$ cat src/rtl/npc_pkg.sv
// npc_pkg: shared types and constants for the NPC fetch sequencer.
//   state_t        - sequencer FSM states (FETCH, WAIT, EXEC, HALT)
//   CAUSE_*        - trap cause codes raised by the sequencer itself
//   PC_STEP        - sequential PC increment
//   PC_RST_DEFAULT - default architectural reset PC
package npc_pkg;

  typedef enum logic [1:0] {
    ST_FETCH = 2'd0,
    ST_WAIT  = 2'd1,
    ST_EXEC  = 2'd2,
    ST_HALT  = 2'd3
  } state_t;

  localparam logic [3:0]  CAUSE_MISALIGN = 4'd0;
  localparam logic [3:0]  CAUSE_IFAULT   = 4'd1;
  localparam logic [31:0] PC_STEP        = 32'd4;
  localparam logic [31:0] PC_RST_DEFAULT = 32'h8000_0000;

endpackage

$ cat src/rtl/pc_sequencer_if.sv
// pc_sequencer_if: instruction-memory request/response bus.
//   imem_req    - fetch request, held until granted (sequencer -> memory)
//   imem_addr   - fetch address (sequencer -> memory)
//   imem_gnt    - request accepted this cycle (memory -> sequencer)
//   imem_rvalid - response valid (memory -> sequencer)
//   imem_rdata  - fetched instruction word (memory -> sequencer)
//   imem_err    - access fault, qualified by imem_rvalid (memory -> sequencer)
interface pc_sequencer_if;

  logic        imem_req;
  logic [31:0] imem_addr;
  logic        imem_gnt;
  logic        imem_rvalid;
  logic [31:0] imem_rdata;
  logic        imem_err;

  modport master (
    output imem_req, imem_addr,
    input  imem_gnt, imem_rvalid, imem_rdata, imem_err
  );

  modport slave (
    input  imem_req, imem_addr,
    output imem_gnt, imem_rvalid, imem_rdata, imem_err
  );

endinterface

$ cat src/rtl/pc_next_mux.sv
// pc_next_mux: combinational next-PC selection at instruction completion.
// Priority: halt > trap > mret > redirect > sequential.
//   inputs : pc, mtvec, mepc, exu_target, exu_redirect, exu_trap,
//            exu_mret, exu_halt, exu_cause
//   outputs: next_pc   - PC to load when exu_done is sampled
//            take_trap - outcome is a trap (explicit or misaligned target)
//            cause     - trap cause, meaningful with take_trap
//            retire    - instruction counts toward instret
//            go_halt   - enter HALT
module pc_next_mux
  import npc_pkg::*;
(
  input  logic [31:0] pc,
  input  logic [31:0] mtvec,
  input  logic [31:0] mepc,
  input  logic [31:0] exu_target,
  input  logic        exu_redirect,
  input  logic        exu_trap,
  input  logic        exu_mret,
  input  logic        exu_halt,
  input  logic [3:0]  exu_cause,
  output logic [31:0] next_pc,
  output logic        take_trap,
  output logic [3:0]  cause,
  output logic        retire,
  output logic        go_halt
);

  always_comb begin
    next_pc   = pc + PC_STEP;
    take_trap = 1'b0;
    cause     = CAUSE_MISALIGN;
    retire    = 1'b1;
    go_halt   = 1'b0;
    if (exu_halt) begin
      next_pc = pc;
      go_halt = 1'b1;
    end else if (exu_trap) begin
      next_pc   = mtvec;
      take_trap = 1'b1;
      cause     = exu_cause;
      retire    = 1'b0;
    end else if (exu_mret) begin
      next_pc = mepc;
    end else if (exu_redirect) begin
      // A target that is not word aligned faults instead of redirecting.
      if (exu_target[1:0] != 2'b00) begin
        next_pc   = mtvec;
        take_trap = 1'b1;
        cause     = CAUSE_MISALIGN;
        retire    = 1'b0;
      end else begin
        next_pc = exu_target;
      end
    end
  end

endmodule

$ cat src/rtl/pc_sequencer.sv
// pc_sequencer: multi-cycle fetch/wait/execute sequencer owning the PC.
//   clk, rst     - clock, synchronous active-high reset
//   imem         - instruction memory bus (master side)
//   inst         - registered instruction for the execute unit
//   inst_valid   - one-cycle pulse on EXEC entry
//   exu_*        - completion status from the execute unit (qualified by exu_done)
//   mtvec, mepc  - trap vector and trap return address
//   pc           - architectural PC
//   trap_taken   - one-cycle pulse after a trapping edge
//   trap_cause   - cause of the latest trap
//   trap_epc     - PC of the latest faulting instruction
//   halted       - high in HALT
//   instret      - 64-bit retired instruction count (wraps)
module pc_sequencer
  import npc_pkg::*;
#(
  parameter logic [31:0] PC_RST = PC_RST_DEFAULT
) (
  input  logic                  clk,
  input  logic                  rst,
  pc_sequencer_if.master        imem,
  output logic [31:0]           inst,
  output logic                  inst_valid,
  input  logic                  exu_done,
  input  logic                  exu_redirect,
  input  logic [31:0]           exu_target,
  input  logic                  exu_trap,
  input  logic [3:0]            exu_cause,
  input  logic                  exu_mret,
  input  logic                  exu_halt,
  input  logic [31:0]           mtvec,
  input  logic [31:0]           mepc,
  output logic [31:0]           pc,
  output logic                  trap_taken,
  output logic [3:0]            trap_cause,
  output logic [31:0]           trap_epc,
  output logic                  halted,
  output logic [63:0]           instret
);

  state_t      state_q;
  state_t      state_d;
  logic [31:0] next_pc;
  logic        take_trap;
  logic [3:0]  mux_cause;
  logic        retire;
  logic        go_halt;

  pc_next_mux u_pc_next_mux (
    .pc           (pc),
    .mtvec        (mtvec),
    .mepc         (mepc),
    .exu_target   (exu_target),
    .exu_redirect (exu_redirect),
    .exu_trap     (exu_trap),
    .exu_mret     (exu_mret),
    .exu_halt     (exu_halt),
    .exu_cause    (exu_cause),
    .next_pc      (next_pc),
    .take_trap    (take_trap),
    .cause        (mux_cause),
    .retire       (retire),
    .go_halt      (go_halt)
  );

  // Request is gated by rst so memory never sees a fetch during reset.
  assign imem.imem_req  = !rst && (state_q == ST_FETCH);
  assign imem.imem_addr = pc;
  assign halted         = (state_q == ST_HALT);

  always_ff @(posedge clk) begin
    if (rst) state_q <= ST_FETCH;
    else     state_q <= state_d;
  end

  always_comb begin
    state_d = state_q;
    case (state_q)
      ST_FETCH: if (imem.imem_gnt) state_d = ST_WAIT;
      ST_WAIT:  if (imem.imem_rvalid) state_d = imem.imem_err ? ST_FETCH : ST_EXEC;
      ST_EXEC:  if (exu_done) state_d = go_halt ? ST_HALT : ST_FETCH;
      default:  state_d = ST_HALT;
    endcase
  end

  // Stale rvalid/exu_done outside their own state are ignored by the case.
  always_ff @(posedge clk) begin
    if (rst) begin
      pc         <= PC_RST;
      inst       <= 32'd0;
      inst_valid <= 1'b0;
      trap_taken <= 1'b0;
      trap_cause <= 4'd0;
      trap_epc   <= 32'd0;
      instret    <= 64'd0;
    end else begin
      inst_valid <= 1'b0;
      trap_taken <= 1'b0;
      case (state_q)
        ST_WAIT: begin
          if (imem.imem_rvalid) begin
            if (imem.imem_err) begin
              pc         <= mtvec;
              trap_taken <= 1'b1;
              trap_cause <= CAUSE_IFAULT;
              trap_epc   <= pc;
            end else begin
              inst       <= imem.imem_rdata;
              inst_valid <= 1'b1;
            end
          end
        end
        ST_EXEC: begin
          if (exu_done) begin
            pc <= next_pc;
            if (retire) instret <= instret + 64'd1;
            if (take_trap) begin
              trap_taken <= 1'b1;
              trap_cause <= mux_cause;
              trap_epc   <= pc;
            end
          end
        end
        default: ;
      endcase
    end
  end

endmodule

$ cat src/flat_wrapper.sv
// flat-port wrapper written by rule: the top's interface ports become plain ports
module pc_sequencer_flat import npc_pkg::*;
#(
  parameter logic [31:0] PC_RST = PC_RST_DEFAULT
)
  (clk, rst, inst, inst_valid, exu_done, exu_redirect, exu_target, exu_trap, exu_cause, exu_mret, exu_halt, mtvec, mepc, pc, trap_taken, trap_cause, trap_epc, halted, instret, imem_imem_req, imem_imem_addr, imem_imem_gnt, imem_imem_rvalid, imem_imem_rdata, imem_imem_err);
  pc_sequencer_if imem_i ();
  input  logic clk;
  input  logic rst;
  output logic [31:0] inst;
  output logic inst_valid;
  input  logic exu_done;
  input  logic exu_redirect;
  input  logic [31:0] exu_target;
  input  logic exu_trap;
  input  logic [3:0] exu_cause;
  input  logic exu_mret;
  input  logic exu_halt;
  input  logic [31:0] mtvec;
  input  logic [31:0] mepc;
  output logic [31:0] pc;
  output logic trap_taken;
  output logic [3:0] trap_cause;
  output logic [31:0] trap_epc;
  output logic halted;
  output logic [63:0] instret;
  output wire logic [$bits(imem_i.imem_req)-1:0] imem_imem_req;
  output wire logic [$bits(imem_i.imem_addr)-1:0] imem_imem_addr;
  input wire logic [$bits(imem_i.imem_gnt)-1:0] imem_imem_gnt;
  input wire logic [$bits(imem_i.imem_rvalid)-1:0] imem_imem_rvalid;
  input wire logic [$bits(imem_i.imem_rdata)-1:0] imem_imem_rdata;
  input wire logic [$bits(imem_i.imem_err)-1:0] imem_imem_err;
  assign imem_imem_req = imem_i.imem_req;
  assign imem_imem_addr = imem_i.imem_addr;
  assign imem_i.imem_gnt = imem_imem_gnt;
  assign imem_i.imem_rvalid = imem_imem_rvalid;
  assign imem_i.imem_rdata = imem_imem_rdata;
  assign imem_i.imem_err = imem_imem_err;
  pc_sequencer #(.PC_RST(PC_RST)) u_core (.clk(clk), .rst(rst), .imem(imem_i), .inst(inst), .inst_valid(inst_valid), .exu_done(exu_done), .exu_redirect(exu_redirect), .exu_target(exu_target), .exu_trap(exu_trap), .exu_cause(exu_cause), .exu_mret(exu_mret), .exu_halt(exu_halt), .mtvec(mtvec), .mepc(mepc), .pc(pc), .trap_taken(trap_taken), .trap_cause(trap_cause), .trap_epc(trap_epc), .halted(halted), .instret(instret));
endmodule
$ cat config.mk
export PLATFORM = sky130hd
export DESIGN_NAME = pc_sequencer_flat
export DESIGN_NICKNAME = d
export VERILOG_FILES = /design/src/rtl/npc_pkg.sv /design/src/rtl/pc_sequencer_if.sv /design/src/rtl/pc_next_mux.sv /design/src/rtl/pc_sequencer.sv /design/src/flat_wrapper.sv
export SDC_FILE = /design/constraint.sdc
export NUM_CORES = 1
export LEC_CHECK = 0
export ABC_CLOCK_PERIOD_IN_PS = 3500
export CORE_UTILIZATION = 25
export CTS_CLUSTER_SIZE = 28
export DETAILED_ROUTE_END_ITERATION = 12
export GPL_ROUTABILITY_DRIVEN = 0
export PLACE_DENSITY = 0.54
export SETUP_SLACK_MARGIN = 0.2
export SYNTH_ARGS = -nofsm -noshare
export SYNTH_HDL_FRONTEND = slang
export SYNTH_HIERARCHICAL = 1
export SYNTH_SLANG_ARGS = --single-unit
$ cat constraint.sdc
create_clock -name clk -period 3.5 [get_ports clk]
set_input_delay 1.05 -clock clk [delete_from_list [all_inputs] [get_ports clk]]
set_output_delay 1.05 -clock clk [all_outputs]
set_load 0.005 [all_outputs]
==> run metrics, run 1 <==
Post-synth top flop=dfxtp_1; fmax=310.2 MHz; PortBufs=around 340; total power per unit cell area=406.1 mW/mm^2; io pins=342; Setup Skew=0.01538 ns; DRT iter0 DRCs=roughly 760; Synth area leaders=dfxtp_1, nand2_1, a21oi_1, nor2_1, mux2i_1; CTS clk-pin slew, worst paths=0.07 ns; routed length per placed instance=18.85 microns; Post-DRT Antenna Nets=0; Final Hold Viols=0; post-synth top area cell=dfxtp_1; Final HPWL DP=28.41 mm; post-layout util=0.3773; DRT Pass-1 Iters=5; FP Rows=71; chip width=197.9 microns; largest net degree at the start of global routing=roughly 170; yosys warns=6; crit path DAT=3.60 ns; die area=0.03917 sq mm; top cell type's share of synthesized area=0.3505; Skew-Pair Late Insertion Delay=0.45 ns; unrepaired setup endpoints after global routing=no; CP peak stage delay=0.47 ns; Max FO, Critical Path=8; Hold Path Class=reg -> reg; Synth cell types=61; VDD IR max=approximately 0.34 mV; Layout fillers=3902; crit path max-delay cell type=or4_1; initial antenna violation count=3; Root Buffer=clkbuf_16; Max-slew headroom=0.2748; ANT cells=0; kind of critical path=in -> reg; TritonCTS Sinks=168; # setup viols final=0; share of synthesized registers carrying an async set or reset=0; actual slew at the worst max-slew pin=roughly 1.1 ns; WP buf/inv=4; GR Util All Layers=0.1971; vias in the first global route=9801; Vias/cell=5.008; post-detailed-routing wire length=between 30 and 40 mm; routed vias=10.47k; Cell Area, Synth=0.009597 sq mm; chip height=197.9 microns; max-cap violations=0; total chip power=5.784 mW; top cells by count, synth=nand2_1, dfxtp_1, a21oi_1, nor2_1, clkbuf_1; Final nets=roughly 1.7k; Worst EP required=just under 4 ns; syn avg cell area=7.647 sq um; #FFs+latches synth=168; Final Cycle Share=0.9211; clock buffer depth=2; number of synthesized flops with an enable pin=0; leak pwr=4.729 nW; TritonCTS clock tree=built; most common cell in the synthesized netlist=nand2_1; Seq/Total Area, Yosys=0.3505; Post-CTS Setup Inserts=0; max-slew violation count=0; layout cells sized above 1=0.08930; total nets after synthesis=1404; Overflow after GRT=0; Period minus WS final=3.224 ns; Initial Utilization=0.2542; first-pass GRT wire length=58.82 mm; DR DRC count=0; H-Tree Depth=4; CTS buffer count=17; cell family with most CP delay=simple AND/OR/NAND/NOR gates; crit path cell chain=clkdlybuf4s50_1 -> nor2_4 -> o21ai_2 -> and2_1 -> inv_1 -> buf_4 -> nand4_2 -> nor3_1 -> buf_4 -> nand4_2 -> or4_1 -> a21oi_1; CP Capture Type=register; Area Growth Syn to Fin=48.42%; Mapped Cells=between 1k and 1.5k; CTS Hold Buffers Added=0; Worst setup SP type=input pin; status=finished clean; core region area=0.03776 sq mm
## state kept, by name, summed over array words and instances (netlist names)
signal                 flops
u_core/imem.imem_addr     32
u_core/inst               32
u_core/inst_valid          1
u_core/instret            64
u_core/state_q             2
u_core/trap_cause          4
u_core/trap_epc           32
u_core/trap_taken          1
## cell usage in the layout, fill, tap and decap left out, types with 5 or more instances in the layout
cell / n
dfxtp_1: 168
o22ai_1: 9
and2_1: 9
mux2i_1: 40
nor4_2: 8
buf_12: 5
ha_1: 6
nor2b_1: 7
buf_4: 58
nor2_1: 107
o21ai_0: 47
clkbuf_16: 17
a31oi_1: 7
nand4_1: 45
xnor2_1: 29
nand3_1: 47
nand4_2: 8
xor2_1: 28
nor4_4: 6
and4_1: 11
or3_1: 20
nor4_1: 15
inv_1: 18
clkdlybuf4s50_1: 339
a21oi_1: 125
nor3_1: 22
and3_1: 13
nand2_1: 220
a211oi_1: 34
a22oi_1: 13
o211ai_1: 9
nand2b_1: 10
inv_6: 5
## cell type report
type                            instances  area (sq um)  area share
Multi-Input combinational cell        956          5649      0.3966
Timing Repair Buffer                  404          3945      0.2770
Sequential cell                       168          3363      0.2361
Tap cell                              511         639.4     0.04489
Clock buffer                           18         439.2     0.03083
Clock inverter                         14         136.4    0.009575
Inverter                               19         71.32    0.005007
## metrics by stage
step / area [sq um] / setup slack (ns) / cells / hold slack (ns) / TNS [ns]
floorplan: 9597 / 0.2047 / 1255 / 0.4483 / 0
global placement: 13640 / -0.2799 / 2058 / 0.4405 / -8.180
detailed placement: 13640 / -0.3317 / 2058 / 0.4455 / -10.03
CTS: 14220 / 0.2573 / 2090 / 0.4551 / 0
global route: 14240 / 0.2310 / 2090 / 0.4716 / 0
finish: 14240 / 0.2761 / 2090 / 0.4509 / 0
## routing by layer
metal  GRT usage  part of all wire
met5           0           0.00063
met1      0.2535              0.45
met2      0.3269              0.47
met4     0.05139             0.014
met3     0.04820             0.068
## final timing paths
check / start / to / slack, ns / cells after the start
min: u_core/inst[4] / u_core/inst[4] / 0.45 / 2
max reg2reg: u_core/imem.imem_addr[6] / u_core/imem.imem_addr[27] / 0.73 / 8
max: exu_target[0] / u_core/instret[52] / 0.28 / 12
min reg2reg: u_core/inst[4] / u_core/inst[4] / 0.45 / 2
## power breakdown
group	internal [mW]	switching, mW	leakage (nW)	total [mW]
combinational	0.826	0.780	3.09	1.61
clock	1.02	0.913	0.286	1.93
sequential	2.04	0.207	1.36	2.25
## worst register-to-register path, delay by kind of cell, from the launching register on
family | cells | cell delay, ns
AO/OA/AOI/OAI | 2 | 0.61
flip-flops | 1 | 0.55
multiplexers | 1 | 0.14
buffers and inverters | 1 | 0.22
AND/OR/NAND/NOR | 4 | 1.16
## cell families after synthesis
logic type | synth area share
adder cells (fa/ha/maj) | 0.009126
XOR/XNOR | 0.05202
buffers and inverters | 0.06584
AND/OR/NAND/NOR | 0.3007
AO/OA/AOI/OAI | 0.1778
flip-flops | 0.3505
multiplexers | 0.04407
## repair_timing
action                                 CTS  global route
cloned                                   0             0
endpoints found under the hold margin    0             0
gates resized for setup                  1             4
setup endpoints to repair                4             5
Power figures use the tool's default switching activity.
==> run 2: changes to the inputs <==
Settings changed: CORE_MARGIN set to 10, SLEW_MARGIN set to 20.
==> run metrics, run 2 (synthesized netlist as in run 1, its figures left out) <==
status=finished clean; PortBufs=341 (unchanged); Final Cycle Share=0.9120 (-0.009076); VDD IR max=0.3547 mV (+4.3%); CTS buffer count=17 (unchanged); core region area=0.03776 sq mm (unchanged); total chip power=5.845 mW (+1.0%); largest net degree at the start of global routing=171 (unchanged); routed vias=10.48k (+0.11%); Post-DRT Antenna Nets=0 (unchanged); layout cells sized above 1=0.08825 (-0.001043); Final nets=1711 (-0.23%); Area Growth Syn to Fin=48.61%; Worst EP required=3.84 ns (-0.03 ns); initial antenna violation count=7 (+4); DRT Pass-1 Iters=5 (unchanged); total power per unit cell area=409.9 mW/mm^2 (+0.93%); Largest Register=u_core/instret; post-detailed-routing wire length=42.54 mm (+8.0%); Hold Path Class=reg -> reg; die area=0.04662 sq mm (+19%); Layout fillers=3900 (-0.051%); fmax=313.3 MHz (+1.0%); Initial Utilization=0.2542 (unchanged); Setup Skew=0.01290 ns (-0.002482 ns); Max-slew headroom=0.3643 (+0.08947); GR Util All Layers=0.1738 (-0.02333); Final HPWL DP=31.60 mm (+11%); unrepaired setup endpoints after global routing=no; FP Rows=71 (unchanged); leak pwr=4.743 nW (+0.29%); vias in the first global route=10.16k (+3.7%); most common cell after layout, fill and taps aside=clkdlybuf4s50_1; DR DRC count=0 (unchanged); pre-CTS setup slack=-0.2958 ns (+0.03593 ns); crit path DAT=3.53 ns (-0.07 ns); # setup viols final=0 (unchanged); Max FO, Critical Path=7 (-1); Worst setup SP type=input pin; routed length per placed instance=20.38 microns (+8.1%); max reg flops=64 (unchanged); kind of critical path=in -> reg; CP Capture Type=register; max-cap violations=0 (unchanged); io pins=342 (unchanged); TritonCTS clock tree=built; Multi-input gate area=0.005688 sq mm (+0.69%); Overflow after GRT=0 (unchanged); Post-CTS Setup Inserts=0 (unchanged); CTS clk-pin slew, worst paths=0.07 ns (about the same); TritonCTS Sinks=168 (unchanged); first-pass GRT wire length=63.74 mm (+8.4%); CTS Hold Buffers Added=0 (unchanged); Skew-Pair Late Insertion Delay=0.46 ns (about the same); Period minus WS final=3.192 ns (-0.03177 ns); most frequent cells in the layout=clkdlybuf4s50_1, nand2_1, dfxtp_1; Root Buffer=clkbuf_16; actual slew at the worst max-slew pin=0.9465 ns (-0.1372 ns); Vias/cell=5.020 (+0.25%); Register Area=0.003363 sq mm (unchanged); max-slew violation count=0 (unchanged); chip height=215.9 microns (+9.1%); clock buffer depth=2 (unchanged); DRT iter0 DRCs=728 (-3.7%); Final Hold Viols=0 (unchanged); H-Tree Depth=4 (unchanged); Worst Slack Setup Final=0.3079 ns (+0.03177 ns); chip width=215.9 microns (+9.1%)
[run 2: worst paths after layout]
| path | cells past startpoint | from | endpoint | slack (ns) |
|---|---|---|---|---|
| setup reg to reg | 8 | u_core/imem.imem_addr[5] | u_core/imem.imem_addr[27] | 0.79 |
| hold reg to reg | 2 | u_core/inst[15] | u_core/inst[15] | 0.45 |
| hold / removal | 2 | u_core/inst[15] | u_core/inst[15] | 0.45 |
| setup / recovery | 10 | exu_mret | u_core/instret[45] | 0.31 |
[run 2: cell type report]
class / instances / area share
multi-input cells: 956 / 0.3988
repair buffers: 400 / 0.2736
flip-flops and latches: 168 / 0.2358
well taps: 511 / 0.04483
clock buffers: 18 / 0.03079
clock inverters: 14 / 0.01088
inverters: 19 / 0.005001
diodes: 1 / 0.0001755
[run 2: worst max-delay path: stages]
cell and delay [ns]:
clkdlybuf4s50_1 0.54, nand2b_1 0.16, o21ai_2 0.11, and2_1 0.20, inv_1 0.09, nand3_2 0.23
or3_4 0.48, nor2_1 0.13, and4b_1 0.22, mux2_2 0.32
[run 2: timing repair]
item	in CTS	in global routing
gates resized for setup	1	9
pin swaps	0	3
endpoints found under the setup margin	1	24
[run 2: routing by layer]
metal  part of all wire  up-vias  track usage
met5             0.0015        -            0
met4              0.017       12      0.04428
met3              0.090       64      0.06168
met2               0.47      439       0.2874
met1               0.42     4896       0.2100
li1                   -     5066            -
[run 2: stage by stage]
stage / utilization / TNS (ns) / std cells / area, sq um / hold WS [ns]
final: 0.3777 / 0 / 2087 / 14260 / 0.4537
after global routing: 0.3777 / 0 / 2086 / 14260 / 0.4714
after CTS: 0.3762 / 0 / 2086 / 14200 / 0.4557
after detailed placement: 0.3602 / -5.367 / 2054 / 13600 / 0.4455
after global placement: 0.3602 / -4.325 / 2054 / 13600 / 0.4392
after floorplan: - / 0 / 1255 / 9597 / 0.4483
[run 2: report_power, final]
| group | switching (mW) | leakage (nW) | internal (mW) |
|---|---|---|---|
| clock | 0.951 | 0.283 | 1.03 |
| sequential | 0.201 | 1.36 | 2.04 |
| combinational | 0.788 | 3.10 | 0.834 |
